<file path="src/rtl/seq_mul_accumulate.sv">
// Sequential shift-add multiplier / multiply-accumulator: one partial product per clock,
// start/busy/done handshake, optional accumulation into mul_sum with carry out.
module seq_mul_accumulate #(
    parameter int WIDTH = 16
) (
    input  logic                 clk,
    input  logic                 rst,
    input  logic                 start,
    input  logic                 mode,
    input  logic                 acc_clr,
    input  logic [WIDTH-1:0]     i_1,
    input  logic [WIDTH-1:0]     i_2,
    output logic                 busy,
    output logic                 done,
    output logic [2*WIDTH-1:0]   mul_sum,
    output logic                 carryout
);

    localparam int CW = (WIDTH > 1) ? $clog2(WIDTH) : 1;
    localparam logic [CW-1:0] LAST = CW'(WIDTH - 1);

    typedef enum logic {IDLE, RUN} state_t;

    state_t               state, state_next;
    logic [2*WIDTH-1:0]   mcand_sh;
    logic [2*WIDTH-1:0]   partial;
    logic [2*WIDTH-1:0]   partial_next;
    logic [WIDTH-1:0]     mult_sh;
    logic                 mode_q;
    logic [CW-1:0]        count;
    logic                 last_step;

    always_ff @(posedge clk or posedge rst) begin
        if (rst) state <= IDLE;
        else     state <= state_next;
    end

    always_comb begin
        state_next   = state;
        last_step    = 1'b0;
        partial_next = partial + (mult_sh[0] ? mcand_sh : '0);
        case (state)
            IDLE: if (start) state_next = RUN;
            RUN: begin
                if (count == LAST) begin
                    last_step  = 1'b1;
                    state_next = IDLE;
                end
            end
            default: state_next = IDLE;
        endcase
    end

    assign busy = (state == RUN);

    // Operands are shifted rather than indexed: bit k of the multiplier is always at mult_sh[0]
    // and the multiplicand is pre-shifted by k, which is the same as testing mult_q[k].
    always_ff @(posedge clk or posedge rst) begin
        if (rst) begin
            mcand_sh <= '0;
            mult_sh  <= '0;
            mode_q   <= 1'b0;
            partial  <= '0;
            count    <= '0;
            done     <= 1'b0;
            mul_sum  <= '0;
            carryout <= 1'b0;
        end else begin
            done <= 1'b0;
            if (state == IDLE) begin
                if (acc_clr) begin
                    mul_sum  <= '0;
                    carryout <= 1'b0;
                end
                if (start) begin
                    mcand_sh <= {{WIDTH{1'b0}}, i_1};
                    mult_sh  <= i_2;
                    mode_q   <= mode;
                    partial  <= '0;
                    count    <= '0;
                end
            end else begin
                partial  <= partial_next;
                mcand_sh <= mcand_sh << 1;
                mult_sh  <= mult_sh >> 1;
                count    <= count + CW'(1);
                if (last_step) begin
                    done <= 1'b1;
                    if (mode_q) begin
                        {carryout, mul_sum} <= {1'b0, mul_sum} + {1'b0, partial_next};
                    end else begin
                        mul_sum  <= partial_next;
                        carryout <= 1'b0;
                    end
                end
            end
        end
    end

endmodule

</file>
<file path="config.mk">
export PLATFORM = sky130hd
export DESIGN_NAME = seq_mul_accumulate
export DESIGN_NICKNAME = d
export VERILOG_FILES = /design/src/rtl/seq_mul_accumulate.sv
export SDC_FILE = /design/constraint.sdc
export NUM_CORES = 1
export LEC_CHECK = 0
export CELL_PAD_IN_SITES_DETAIL_PLACEMENT = 0
export CELL_PAD_IN_SITES_GLOBAL_PLACEMENT = 1
export CORE_ASPECT_RATIO = 0.7
export CORE_MARGIN = 1.5
export CORE_UTILIZATION = 49
export CTS_CLUSTER_SIZE = 25
export DETAILED_ROUTE_END_ITERATION = 12
export HOLD_SLACK_MARGIN = 0.12
export PLACE_DENSITY_LB_ADDON = 0.1
export SETUP_SLACK_MARGIN = 0.1
export SYNTH_ARGS = -nofsm -noshare
export SYNTH_HDL_FRONTEND = slang
export SYNTH_SLANG_ARGS = --single-unit
</file>
<file path="constraint.sdc">
create_clock -name clk -period 15.38 [get_ports clk]
set_clock_uncertainty 0.1 [all_clocks]
set_input_delay 2.307 -clock clk [delete_from_list [all_inputs] [get_ports clk]]
set_output_delay 2.307 -clock clk [all_outputs]
set_load 0.03 [all_outputs]
</file>
==> run metrics <==
status finished clean; Worst Reg-to-Reg Cells 21; Post-Place Setup Slack 9.86 ns; IO Pins 72; worst r2r dst mul_sum[31]$_DFFE_PP0P_; Critical path origin mult_sh[0]$_DFFE_PP0P_; port buffer count around 70; vias in the first global route a little under 7000; First DRT Iteration DRCs 444; hpwl dp 15100 um; Reg power frac 24.9%; post-route cell area 9940 sq um; GRT Overall Usage between 20% and 30%; Nets 1129; period utilization 35.8%; Worst-Margin Slew 1.04 ns; HP Class flip-flop to flip-flop; max-cap viol count 0; Setup TNS Final 0 ns; Setup-failing EPs final 0; Crit Path Class flip-flop to flip-flop; Primary FF master, synth dfrtp_1; Final WS setup approximately 9.9 ns; CP Launch Type flip-flop; number of enable flip-flop cells after synthesis 0; H-tree levels 4; fillers between 1500 and 2000; Cell Rows 40; register bit total from synthesis 120; CTS Hold Bufs 0; 1st-pass router iterations 5; CTS tree built; Unique masters post-synth 68; share of layout cells above drive strength 1 6.86%; minimum clock period after layout 5.51 ns; Max Fclk between 0.15 and 0.2 GHz; wire per inst 16.6 um; Mapped Area 8520 sq um; Arr. time, crit path 5.71 ns; Internal Power 1.20 mW; Clk Latency, worst-skew pair 0.42 ns; CTS max path bufs 2; WP data required 15.58 ns; Sw Pwr 1.00 mW; postcts setup bufs 0; PwrDens 221 nW/um^2; largest net degree at the start of global routing 111; switching share of power 45.5%; CORE AREA 17100 sq um; CP delay by family, top compound AO/OA/AOI/OAI gates; first-pass GRT wire length 35200 um; Mapped Nets 1083; initial antenna violation count 0; number of synthesis warnings 0; drc violations 0; VDD IR max 0.118 mV; RR Startpoint mult_sh[0]$_DFFE_PP0P_; DR vias/cell 5.59; Critical-path top delay cell dfrtp_1; number of gates resized after CTS 0; ant diodes 0; commonest non-fill, non-tap cell in the layout nand2_1; combinational share of power 56.5%; worst hold start mult_sh[7]$_DFFE_PP0P_; vias 7078; crit path buf inv count 0; CTS sink cnt 120; number of CTS-inserted buffers 17; critical path capture point type flip-flop; crit-path max FO 33; Avg Cell Area, Syn 8.73 sq um; die area 18200 sq um; slowest cell delay on critical path 0.83 ns; area post-placement 9340 sq um; worst reg-to-reg setup slack between 9 and 10 ns; clk root buf clkbuf_16; max-slew violation count 0; power share of the clock group around a fifth; RSZ-0062 raised after global routing false; chip width 161 um; Congestion Overflow GR 0; Hold Crit Depth 2; initial core utilization about half; Final Wtd Congestion 0.908; cells along the critical path and2_1 -> ha_1 -> and2_4 -> a221o_1 -> a21o_1 -> o21ai_2 -> nand2_2 -> o21ai_0 -> nand2b_1 -> xor2_1 -> ha_1 -> a21oi_1 -> o21ai_1 -> or4_1 -> a31o_2 -> a21oi_1 -> a21oi_2 -> o41ai_4 -> o21ai_1 -> mux2i_1 -> a221o_1; fraction of registers with async set/reset 100%; Slew headroom a little under a third; Final ANT Viol Nets 0; Layout area overhead 16.7%; Clock Pin Slew Worst Setup and Hold Paths 0.06 ns; total routed wirelength 21000 um; Final Hold Fails 0; Sequential Area 3010 sq um; area occupied by multi-input gates 5200 sq um; Seq/Total Area, Yosys about a third; most frequent cells in the layout nand2_1, o21ai_0, dfrtp_1; die height 113 um; Pleak 4.67 nW; Hold Crit Endpoint mult_sh[6]$_DFFE_PP0P_; cells after synthesis 976
## power by group through the flow
stage	logic (mW)	clock network (mW)	registers (mW)
global placement	1.23	0	0.549
floorplan	0.898	0	0.578
global route	1.38	0.431	0.565
CTS	1.24	0.416	0.547
finish	1.24	0.409	0.547
detailed placement	1.23	0	0.550
## cell usage after synthesis, types with 3 or more instances
| cell type | n | area, sq um |
|---|---|---|
| a21oi_1 | 46 | 230 |
| a221o_1 | 8 | 80.1 |
| nor2b_1 | 9 | 56.3 |
| clkbuf_8 | 3 | 41.3 |
| nand3_1 | 12 | 60.1 |
| a211oi_1 | 8 | 60.1 |
| nand2b_1 | 8 | 50.1 |
| a21o_1 | 28 | 210 |
| o211ai_1 | 4 | 30.0 |
| nand2_1 | 166 | 623 |
| mux2i_1 | 52 | 521 |
| and3_2 | 4 | 30.0 |
| nor3_1 | 13 | 65.1 |
| o21ai_0 | 125 | 626 |
| and2_1 | 32 | 200 |
| clkbuf_1 | 34 | 128 |
| or2_2 | 3 | 18.8 |
| and3_1 | 7 | 43.8 |
| nor2_1 | 42 | 158 |
| ha_1 | 68 | 851 |
| nand4_1 | 10 | 62.6 |
| o21a_1 | 8 | 60.1 |
| dfrtp_1 | 120 | 3000 |
| xnor2_1 | 33 | 289 |
| xor2_1 | 18 | 158 |
| a31oi_1 | 5 | 31.3 |
| o21ai_1 | 6 | 30.0 |
| inv_1 | 21 | 78.8 |
| a21oi_2 | 3 | 26.3 |
| a41oi_1 | 3 | 26.3 |
| a22o_1 | 4 | 35.0 |
| o21bai_1 | 8 | 60.1 |
| or3_1 | 6 | 37.5 |
| buf_1 | 11 | 41.3 |
| a31o_2 | 3 | 26.3 |
## cell type report
class                   instances  area share [%]
multi-input cells             784            52.4
clock inverters                14            1.64
repair buffers                 78            7.63
well taps                     231            2.91
flip-flops and latches        120            30.2
clock buffers                  18            4.42
inverters                      21           0.818
## metal layers
metal | vias up | part of all wire (%) | track usage [%]
met5 | - | 0 | 0
met4 | 0 | 0.86 | 5.92
met3 | 12 | 6.9 | 5.46
met2 | 188 | 38 | 33.3
met1 | 3315 | 54 | 38.4
li1 | 3563 | - | -
## through the flow
step | util, % | hold slack [ns] | std cells | total power [mW]
2_1_floorplan | - | 0.349 | 976 | 1.48
3_3_place_gp | 54.7 | 0.365 | 1234 | 1.78
3_5_place_dp | 54.7 | 0.371 | 1234 | 1.78
4_1_cts | 58.3 | 0.384 | 1266 | 2.20
5_1_grt | 58.3 | 0.403 | 1266 | 2.38
6_report | 58.3 | 0.383 | 1266 | 2.20
## cell families after synthesis
family	after synthesis	share of synthesized area, %
compound gates	289	21.8
xor+xnor	51	5.24
fa+ha+maj	70	10.5
buf+inv	72	3.72
flops	120	35.2
mux	52	6.11
simple gates	322	17.4
## flip-flops by register name (all words and copies together) (netlist names)
signal / count
mode_q: 1
partial: 32
mcand_sh: 32
done: 1
mul_sum: 32
mult_sh: 16
busy: 1
carryout: 1
count: 4
## worst max-delay path by stage
stage                         endpoint  slack, ns  cells after the start
2_1_floorplan           busy$_DFF_PP0_       9.79                      1
3_3_place_gp   mul_sum[31]$_DFFE_PP0P_       9.99                     23
3_5_place_dp   mul_sum[31]$_DFFE_PP0P_       9.86                     21
4_1_cts        mul_sum[31]$_DFFE_PP0P_       9.84                     21
5_1_grt        mul_sum[31]$_DFFE_PP0P_       9.42                     22
6_report       mul_sum[31]$_DFFE_PP0P_       9.87                     21
## worst min-delay path, stage by stage, from the launching register on
cell,delay [ns]
dfrtp_1,0.35
nand2_1,0.05
o21ai_0,0.06
Note: power is estimated with default switching activity, not from simulation.
